[src/rtl/prio_grant_pkg.sv]
// Shared types and constants for the priority grant decoder.
// Latency: n/a (declarations only).
// Backpressure: n/a.
package prio_grant_pkg;

    typedef enum logic [1:0] {
        ST_IDLE,
        ST_GRANT,
        ST_GAP
    } pg_state_t;

    // Saturation value of the grant counter.
    localparam logic [15:0] CNT_SAT = 16'hFFFF;

    // Width of the guard-gap length (GAP_CYC range 0..15).
    localparam int GAP_CW = 4;

endpackage

[src/rtl/prio_hold_counter.sv]
// Loadable 8-bit down-counter timing both the grant hold and the guard gap.
// Latency: load/clr/dec take effect at the next clock edge; last is combinational from the count.
// Backpressure: none; the controlling FSM decides when to load or decrement.
//
// Ports: clk, rst (async active-high), load + load_val (highest priority),
//        clr (early clear), dec (decrement, floors at 0), last (count == 1).
module prio_hold_counter (
    input  logic       clk,
    input  logic       rst,
    input  logic       load,
    input  logic [7:0] load_val,
    input  logic       clr,
    input  logic       dec,
    output logic       last
);

    logic [7:0] cnt_q;

    always_ff @(posedge clk or posedge rst) begin
        if (rst) begin
            cnt_q <= 8'd0;
        end else if (load) begin
            cnt_q <= load_val;
        end else if (clr) begin
            cnt_q <= 8'd0;
        end else if (dec && (cnt_q != 8'd0)) begin
            cnt_q <= cnt_q - 8'd1;
        end
    end

    assign last = (cnt_q == 8'd1);

endmodule

[src/rtl/prio_grant_decoder.sv]
// Turns an accepted priority index into a held one-hot grant, then a guard gap.
// Latency: grant rises the cycle after the code handshake; held max(code_hold,1) cycles or until release_i.
// Backpressure: code_ready is low for the whole GRANT+GAP window; upstream holds the code until accepted.
//
// Ports: clk, rst (async active-high); code_valid/code_ready/code_idx/code_hold form the input code
//        channel; release_i ends a grant early; err_clr clears the sticky err_range flag.
//        Outputs grant (one-hot or zero), busy, err_range, grant_count (saturating) are registered.
module prio_grant_decoder
    import prio_grant_pkg::*;
#(
    parameter int N       = 8,
    parameter int IW      = $clog2(N),
    parameter int GAP_CYC = 1
) (
    input  logic          clk,
    input  logic          rst,
    input  logic          code_valid,
    output logic          code_ready,
    input  logic [IW-1:0] code_idx,
    input  logic [7:0]    code_hold,
    input  logic          release_i,
    input  logic          err_clr,
    output logic [N-1:0]  grant,
    output logic          busy,
    output logic          err_range,
    output logic [15:0]   grant_count
);

    localparam logic [N-1:0]        ONE      = N'(1);
    localparam logic [GAP_CW-1:0]   GAP_LEN  = GAP_CW'(GAP_CYC);
    localparam logic [7:0]          GAP_LOAD = {{(8 - GAP_CW){1'b0}}, GAP_LEN};

    pg_state_t    state_q, state_d;
    logic [N-1:0] grant_d;
    logic         handshake, idx_ok;
    logic         accept, bad_code;
    logic [7:0]   hold_eff;
    logic         cnt_load, cnt_clr, cnt_dec, cnt_last;
    logic [7:0]   cnt_val;

    assign code_ready = (state_q == ST_IDLE);
    assign handshake  = code_valid & code_ready;
    assign idx_ok     = (int'(code_idx) < N);
    // A zero hold would never reach last, so it is treated as a single cycle.
    assign hold_eff   = (code_hold == 8'd0) ? 8'd1 : code_hold;

    prio_hold_counter u_hold_counter (
        .clk      (clk),
        .rst      (rst),
        .load     (cnt_load),
        .load_val (cnt_val),
        .clr      (cnt_clr),
        .dec      (cnt_dec),
        .last     (cnt_last)
    );

    always_comb begin
        state_d  = state_q;
        grant_d  = grant;
        accept   = 1'b0;
        bad_code = 1'b0;
        cnt_load = 1'b0;
        cnt_val  = 8'd0;
        cnt_clr  = 1'b0;
        cnt_dec  = 1'b0;
        case (state_q)
            ST_IDLE: begin
                if (handshake) begin
                    if (idx_ok) begin
                        accept   = 1'b1;
                        grant_d  = ONE << code_idx;
                        cnt_load = 1'b1;
                        cnt_val  = hold_eff;
                        state_d  = ST_GRANT;
                    end else begin
                        // Out-of-range code is consumed without a grant.
                        bad_code = 1'b1;
                    end
                end
            end
            ST_GRANT: begin
                cnt_dec = 1'b1;
                if (cnt_last || release_i) begin
                    grant_d = '0;
                    if (GAP_CYC > 0) begin
                        // Reuse the hold counter as the gap timer.
                        cnt_load = 1'b1;
                        cnt_val  = GAP_LOAD;
                        state_d  = ST_GAP;
                    end else begin
                        cnt_clr = 1'b1;
                        state_d = ST_IDLE;
                    end
                end
            end
            ST_GAP: begin
                cnt_dec = 1'b1;
                if (cnt_last) begin
                    state_d = ST_IDLE;
                end
            end
            default: begin
                state_d = ST_IDLE;
                grant_d = '0;
            end
        endcase
    end

    always_ff @(posedge clk or posedge rst) begin
        if (rst) begin
            state_q     <= ST_IDLE;
            grant       <= '0;
            busy        <= 1'b0;
            err_range   <= 1'b0;
            grant_count <= 16'd0;
        end else begin
            state_q <= state_d;
            grant   <= grant_d;
            busy    <= (state_d != ST_IDLE);
            // A new range error outranks a simultaneous clear.
            if (bad_code) begin
                err_range <= 1'b1;
            end else if (err_clr) begin
                err_range <= 1'b0;
            end
            if (accept && (grant_count != CNT_SAT)) begin
                grant_count <= grant_count + 16'd1;
            end
        end
    end

endmodule

[config.mk]
export PLATFORM = sky130hd
export DESIGN_NAME = prio_grant_decoder
export DESIGN_NICKNAME = d
export VERILOG_FILES = /design/src/rtl/prio_grant_pkg.sv /design/src/rtl/prio_hold_counter.sv /design/src/rtl/prio_grant_decoder.sv
export SDC_FILE = /design/constraint.sdc
export NUM_CORES = 1
export LEC_CHECK = 0
export CORE_AREA = 2 2 63 79
export CTS_BUF_LIST = sky130_fd_sc_hd__clkbuf_8
export DETAILED_ROUTE_END_ITERATION = 10
export DIE_AREA = 0 0 65 81
export HOLD_SLACK_MARGIN = 0.06
export PLACE_DENSITY = 0.72
export SLEW_MARGIN = 30
export SYNTH_ARGS = -nofsm -noshare
export SYNTH_HDL_FRONTEND = slang
export SYNTH_HIERARCHICAL = 1
export SYNTH_SLANG_ARGS = --single-unit
[constraint.sdc]
create_clock -name clk -period 3 [get_ports clk]
set_input_delay 0.3 -clock clk [delete_from_list [all_inputs] [get_ports clk]]
set_output_delay 0.3 -clock clk [all_outputs]
set_load 0.005 [all_outputs]
==> key figures, run 1 <==
Job
  – Max cap viols: 0

GRT
  – First-pass GRT wire length: 7230 um
  – Largest net degree at the start of global routing: 28
  – Met3 Usage GRT: 0.0388
  – Initial antenna violation count: 0
  – Gr usage total: 0.180
  – Met2 Usage GRT: 0.328
  – Busiest layer in global routing: met2
  – Vias in the first global route: 1601
  – Met1 usage: 0.206
  – Total gr overflow: 0

Setup path
  – Crit end category: register
  – CP Buf/Inv Count: 0
  – Largest fanout on the critical path: 9
  – CP Depth: 7
  – Worst path most repeated cell: o21ai_0
  – CP Cell Sequence: ha_1, and4_1, o21ai_0, nand2_1, or2_2, a21o_1, o21ai_0
  – Worst reg2reg path endpoint: u_hold_counter/cnt_q[1]
  – Worst reg2reg path depth: 7
  – CP Launch Point: u_hold_counter/cnt_q[0]
  – Startpoint Class: register
  – Crit path max-delay family: simple AND/OR/NAND/NOR gates
  – Crit Path Class: reg -> reg
  – R2R Setup Slk: 0.78 ns
  – Worst R2R Start: u_hold_counter/cnt_q[0]
  – Critical path arrival: 2.43 ns
  – Slowest stage delay, CP: 0.42 ns
  – Worst setup endpoint: u_hold_counter/cnt_q[1]
  – CP max stage cell: dfrtp_1
  – Worst Path Required: 3.21 ns

Placement
  – Final Wtd Congestion: 0.825
  – DP HPWL: 3320 um
  – Worst slack at placement: 0.788 ns
  – I/O Buffers: 40

Die
  – IO Pins: 43
  – # rows: 28
  – Die Wd: 65 um
  – Core area: 4590 um^2
  – Full die area: 5270 um^2
  – Initial Utilization: 0.447
  – Die height: 81 um

Synth
  – Post-Synth Adder-Cell Area: 0.0488
  – Most area-consuming cells after synthesis: dfrtp_1 43%, mux2_2 4.9%, ha_1 4.9%
  – Post-synth EDFFs: 0
  – Cells after Synth: 204
  – Mux contribution to synthesized area: 0.0713
  – Largest family of logic cells by synthesized area: simple AND/OR/NAND/NOR gates
  – Area fraction of the dominant cell type after synthesis: 0.427
  – Mean post-synth cell area: 10.1 um^2
  – Synth cell count leaders: 35 x dfrtp_1, 18 x nand2_1, 17 x nor2_1
  – Synth Cell Area: 2050 um^2
  – Xor-xnor portion of the synthesized cell area: 0.0640
  – Synth cell types: 46
  – Most frequent cell after synthesis: dfrtp_1
  – Async S/R FF share, synth: 1.00
  – Synthesized flop and latch total: 35
  – Top_reg_cell synth: dfrtp_1
  – Synth Area in Compound Gates: 0.0860
  – Synth area leader: dfrtp_1
  – Yosys warns: 6
  – Synth Area in Simple Gates: 0.266
  – Post-synthesis sequential area ratio: 0.427

Routing
  – DRT iter0 DRCs: 34
  – Via count: 1628
  – WL per Instance: 14.0 um
  – Routed wire length: 4320 um
  – Final ANT Viol Nets: 0
  – Initial DRT Pass Iterations: 4
  – # DRC: 0
  – Vias per inst: 5.27

Clocking
  – Post-CTS setup buffers: 0
  – Clock edge transition at the registers on the reported setup and hold paths: 0.07 ns
  – CTS Buf Count: 5
  – Clk sinks: 35
  – PostCTS Resize Cnt: 0
  – TritonCTS clock tree: done
  – Clk buf depth: 2
  – Hold_buf cts: 0
  – Clk_lat worst skew: 0.29 ns
  – Root buffer cell: clkbuf_8
  – H-Tree Depth: 2

STA
  – RSZ-0062 raised after global routing: no
  – Setup-failing EPs final: 0
  – Pins Over Slew Limit: 0
  – Period utilisation layout: 0.739
  – Total negative slack: 0 ns
  – Fmax: 451 MHz
  – Clock Skew: 0.00992 ns
  – Crit path time final: 2.22 ns
  – Final WS setup: 0.782 ns
  – Hold Vio Cnt, Final: 0

Hold path
  – Hold Crit Class: in -> async

Finish
  – Net count, final: 272
  – Layout cells sized above 1: 0.141
  – Ant diodes: 0
  – Area Growth Syn to Fin: 27.3%

Power and ir drop
  – Lkg Pwr: 1.19 nW
  – Max rail drop VDD: 0.431 mV
  – Pwr Density: 798 nW/um^2

Outcome
  – Status: finished clean
## cells by family after synthesis
group | after synthesis
compound gates | 26
xor+xnor | 15
fa+ha+maj | 8
buf+inv | 15
flops | 35
mux | 13
other cells | 1
simple gates | 91
## metrics by stage
step / instances / total power [mW] / hold WS (ns) / area, um^2 / utilization
finish: 309 / 2.08 / 0.286 / 2610 / 0.569
CTS: 309 / 2.11 / 0.292 / 2610 / 0.569
detailed placement: 301 / 1.73 / 0.482 / 2510 / 0.547
global placement: 301 / 1.70 / 0.482 / 2510 / 0.547
global route: 309 / 2.25 / 0.312 / 2610 / 0.569
floorplan: 205 / 1.37 / 0.116 / 2060 / -
## layer usage
metal	share of wire	routed length (um)	up-vias
met1	0.41	1790	791
met3	0.042	181	9
met2	0.52	2260	30
met4	0.021	92	0
li1	-	-	798
met5	0	0	-
## worst min path at each step
stage / startpoint / end / slack, ns / cells after the start
after global routing: rst / u_hold_counter/cnt_q[6] / 0.31 / 2
after global placement: grant_count[15] / grant_count[15] / 0.48 / 1
after detailed placement: grant_count[15] / grant_count[15] / 0.48 / 1
after CTS: rst / u_hold_counter/cnt_q[6] / 0.29 / 2
final: rst / u_hold_counter/cnt_q[6] / 0.29 / 2
after floorplan: rst / u_hold_counter/cnt_q[0] / 0.12 / 1
## report_power, final
group | switching (mW) | internal, mW
sequential | 0.142 | 0.592
combinational | 0.475 | 0.504
clock | 0.165 | 0.206
## final cells by class
cell class | count | area (um^2)
Clock buffer | 7 | 96.3
Clock inverter | 1 | 3.75
Fill cell | 411 | 1980
Inverter | 8 | 30.0
Multi-Input combinational cell | 155 | 1110
Sequential cell | 35 | 876
Tap cell | 60 | 75.1
Timing Repair Buffer | 43 | 423
## registers in the layout, summed over array words and instances, names as in the netlist
name,flops
busy,1
grant,8
state_q,2
u_hold_counter/cnt_q,8
grant_count,16
## worst register-to-register path: stages, from the launching register on
cell     delay, ns
dfrtp_1       0.42
ha_1          0.21
and4_1        0.21
o21ai_0       0.33
nand2_1       0.26
or2_2         0.42
a21o_1        0.17
o21ai_0       0.12
## layout by cell type (no fill, tap or decap), types with 3 or more instances in the layout
cell type | synthesis | routed
inv_1 | 8 | 9
nor3_1 | 7 | 7
nand4_1 | 5 | 5
mux2i_1 | 3 | 3
dfrtp_1 | 35 | 35
clkdlybuf4s50_1 | 0 | 40
xor2_1 | 8 | 8
and4_1 | 4 | 4
xnor2_1 | 7 | 7
buf_4 | 2 | 3
nand3_1 | 9 | 9
nor2b_1 | 3 | 3
and3_1 | 9 | 9
nand2b_1 | 3 | 3
ha_1 | 8 | 8
clkbuf_8 | 0 | 7
a21oi_1 | 6 | 6
o21ai_0 | 10 | 10
nand2_1 | 18 | 18
nor2_1 | 17 | 17
mux2_2 | 9 | 9
No activity file was read; power rests on OpenSTA's default activity.
==> run 2: changes to the inputs <==
Settings changed: PLACE_DENSITY 0.72 to 0.75.
Clock period 3 ns to 2 ns, I/O delays scaled along.
==> key figures, run 2 (same netlist as run 1, synthesis figures left out) <==
Placement
  – Final Wtd Congestion: 0.787 (-4.6%)
  – DP HPWL: 3520 um (+6.2%)
  – I/O Buffers: 40 (unchanged)

GRT
  – Gr usage total: 0.199 (+0.0187)
  – Largest net degree at the start of global routing: 28 (unchanged)
  – First-pass GRT wire length: 7980 um (+10%)
  – Vias in the first global route: 1742 (+8.8%)
  – Total gr overflow: 0 (unchanged)
  – Initial antenna violation count: 0 (unchanged)

Finish
  – Largest register FFs: 16 (unchanged)
  – Ant diodes: 0 (unchanged)
  – Area Growth Syn to Fin: 32.6%
  – Biggest regs: grant_count: 16 flops, grant: 8 flops, u_hold_counter/cnt_q: 8 flops
  – Net count, final: 283 (+4.0%)
  – Commonest non-fill, non-tap cells in the layout: 40 x clkdlybuf4s50_1, 35 x dfrtp_1, 18 x nand2_1
  – Most common cell after layout, fill and taps aside: clkdlybuf4s50_1
  – Layout cells sized above 1: 0.185 (+0.0441)
  – Largest register by flop count: grant_count

Clocking
  – Root buffer cell: clkbuf_8
  – TritonCTS clock tree: done
  – Clk sinks: 35 (unchanged)
  – Clk buf depth: 2 (unchanged)
  – Hold_buf cts: 0 (unchanged)
  – H-Tree Depth: 2 (unchanged)
  – Clock edge transition at the registers on the reported setup and hold paths: 0.07 ns (about the same)
  – Clk_lat worst skew: 0.28 ns (about the same)
  – CTS Buf Count: 5 (unchanged)
  – Post-CTS setup buffers: 0 (unchanged)

Setup path
  – Critical path arrival: 2.08 ns (-0.35 ns)
  – Crit Path Class: reg -> reg
  – CP max stage cell: dfrtp_1
  – Largest fanout on the critical path: 8 (-1)
  – CP Cell Sequence: nor3_4, and4_2, nor2_1, a211oi_4, buf_12, mux2_2
  – CP Buf/Inv Count: 1 (+1)
  – Crit path max-delay family: simple AND/OR/NAND/NOR gates
  – Crit end category: register
  – Startpoint Class: register
  – Worst Path Required: 2.16 ns (-1.05 ns)
  – Slowest stage delay, CP: 0.43 ns (about the same)

STA
  – Total negative slack: 0 ns (unchanged)
  – Pins Over Slew Limit: 0 (unchanged)
  – Fmax: 522 MHz (+16%)
  – RSZ-0062 raised after global routing: no
  – Crit path time final: 1.92 ns (-0.301 ns)
  – Clock Skew: 0.00532 ns (-0.00460 ns)
  – Hold Vio Cnt, Final: 0 (unchanged)
  – Setup-failing EPs final: 0 (unchanged)
  – Period utilisation layout: 0.958 (+0.219)
  – WHS: 0.214 ns (-0.0721 ns)

Power and ir drop
  – Sw frac: 0.365 (-0.0102)
  – Int Power: 2.11 mW (+62%)
  – Clock power share: 0.165 (-0.013)
  – Sw power: 1.22 mW (+55%)
  – Final Total Pwr: 3.33 mW (+60%)
  – Max rail drop VDD: 0.542 mV (+26%)
  – Logic pwr share: 0.510 (+0.040)
  – Pwr Density: 1220 nW/um^2 (+53%)
  – Lkg Pwr: 1.25 nW (+5.2%)
  – Sequential Power Share: 0.325 (-0.027)

Job
  – Max cap viols: 0 (unchanged)

Routing
  – Via count: 1659 (+1.9%)
  – WL per Instance: 14.3 um (+2.3%)
  – Final ANT Viol Nets: 0 (unchanged)
  – Initial DRT Pass Iterations: 4 (unchanged)
  – Vias per inst: 5.18 (-1.6%)
  – Routed wire length: 4580 um (+6.0%)
  – # DRC: 0 (unchanged)
  – DRT iter0 DRCs: 52 (+53%)

Outcome
  – Status: finished clean

Die
  – # rows: 28 (unchanged)
  – Full die area: 5270 um^2 (unchanged)
  – IO Pins: 43 (unchanged)
  – Core area: 4590 um^2 (unchanged)
  – Die Wd: 65 um (unchanged)
  – Die height: 81 um (unchanged)
  – Initial Utilization: 0.447 (unchanged)

Hold path
  – Hold Crit Class: in -> async
-- run 2: per-layer routing --
metal	track usage	vias to the layer above	routed length (um)
met5	0	-	0
met4	0.111	0	78
met3	0.0235	8	144
met2	0.343	30	2400
met1	0.240	798	1960
li1	-	823	-
-- run 2: area by class of cell --
cell class	instances	area, um^2
Tap cell	60	75.1
Multi-Input combinational cell	155	1120
Clock inverter	1	3.75
Timing Repair Buffer	54	518
Clock buffer	7	96.3
Inverter	8	30.0
Fill cell	405	1870
Sequential cell	35	876
-- run 2: what timing repair did --
| item | in CTS | in global routing |
|---|---|---|
| hold endpoints to repair | 0 | 0 |
| endpoints found under the setup margin | 0 | 2 |
| resized for setup | 0 | 4 |
-- run 2: power groups by stage --
stage	sequential, mW	clock (mW)	combinational, mW
floorplan	1.08	0	0.993
global placement	1.09	0	1.65
detailed placement	1.10	0	1.69
CTS	1.08	0.575	1.69
global route	1.11	0.601	1.87
finish	1.08	0.549	1.70
-- run 2: metrics by stage --
stage	util	worst slack (ns)	area, um^2	std cells
6_report	0.593	0.0835	2720	320
3_5_place_dp	0.569	0.0769	2610	312
4_1_cts	0.591	0.0601	2710	320
5_1_grt	0.593	0.0238	2720	320
3_3_place_gp	0.569	0.131	2610	312
2_1_floorplan	-	0.0217	2060	205
-- run 2: final timing paths --
check / from / endpoint / slack (ns) / cells after the start
worst max-delay path: u_hold_counter/cnt_q[4] / grant[6] / 0.08 / 6
worst min-delay path: rst / u_hold_counter/cnt_q[2] / 0.21 / 2
worst max register to register: u_hold_counter/cnt_q[4] / grant[6] / 0.08 / 6
worst min register to register: grant_count[15] / grant_count[15] / 0.49 / 1
max in group asynchronous: rst / grant[2] / 1.42 / 3
min in group clk: grant_count[15] / grant_count[15] / 0.49 / 1
==> run 3: changes to the inputs <==
Settings changed: ABC_CLOCK_PERIOD_IN_PS from default to 2000.
==> results of run 3 <==
The final DEF is identical to that of run 2; final timing and power are the same.
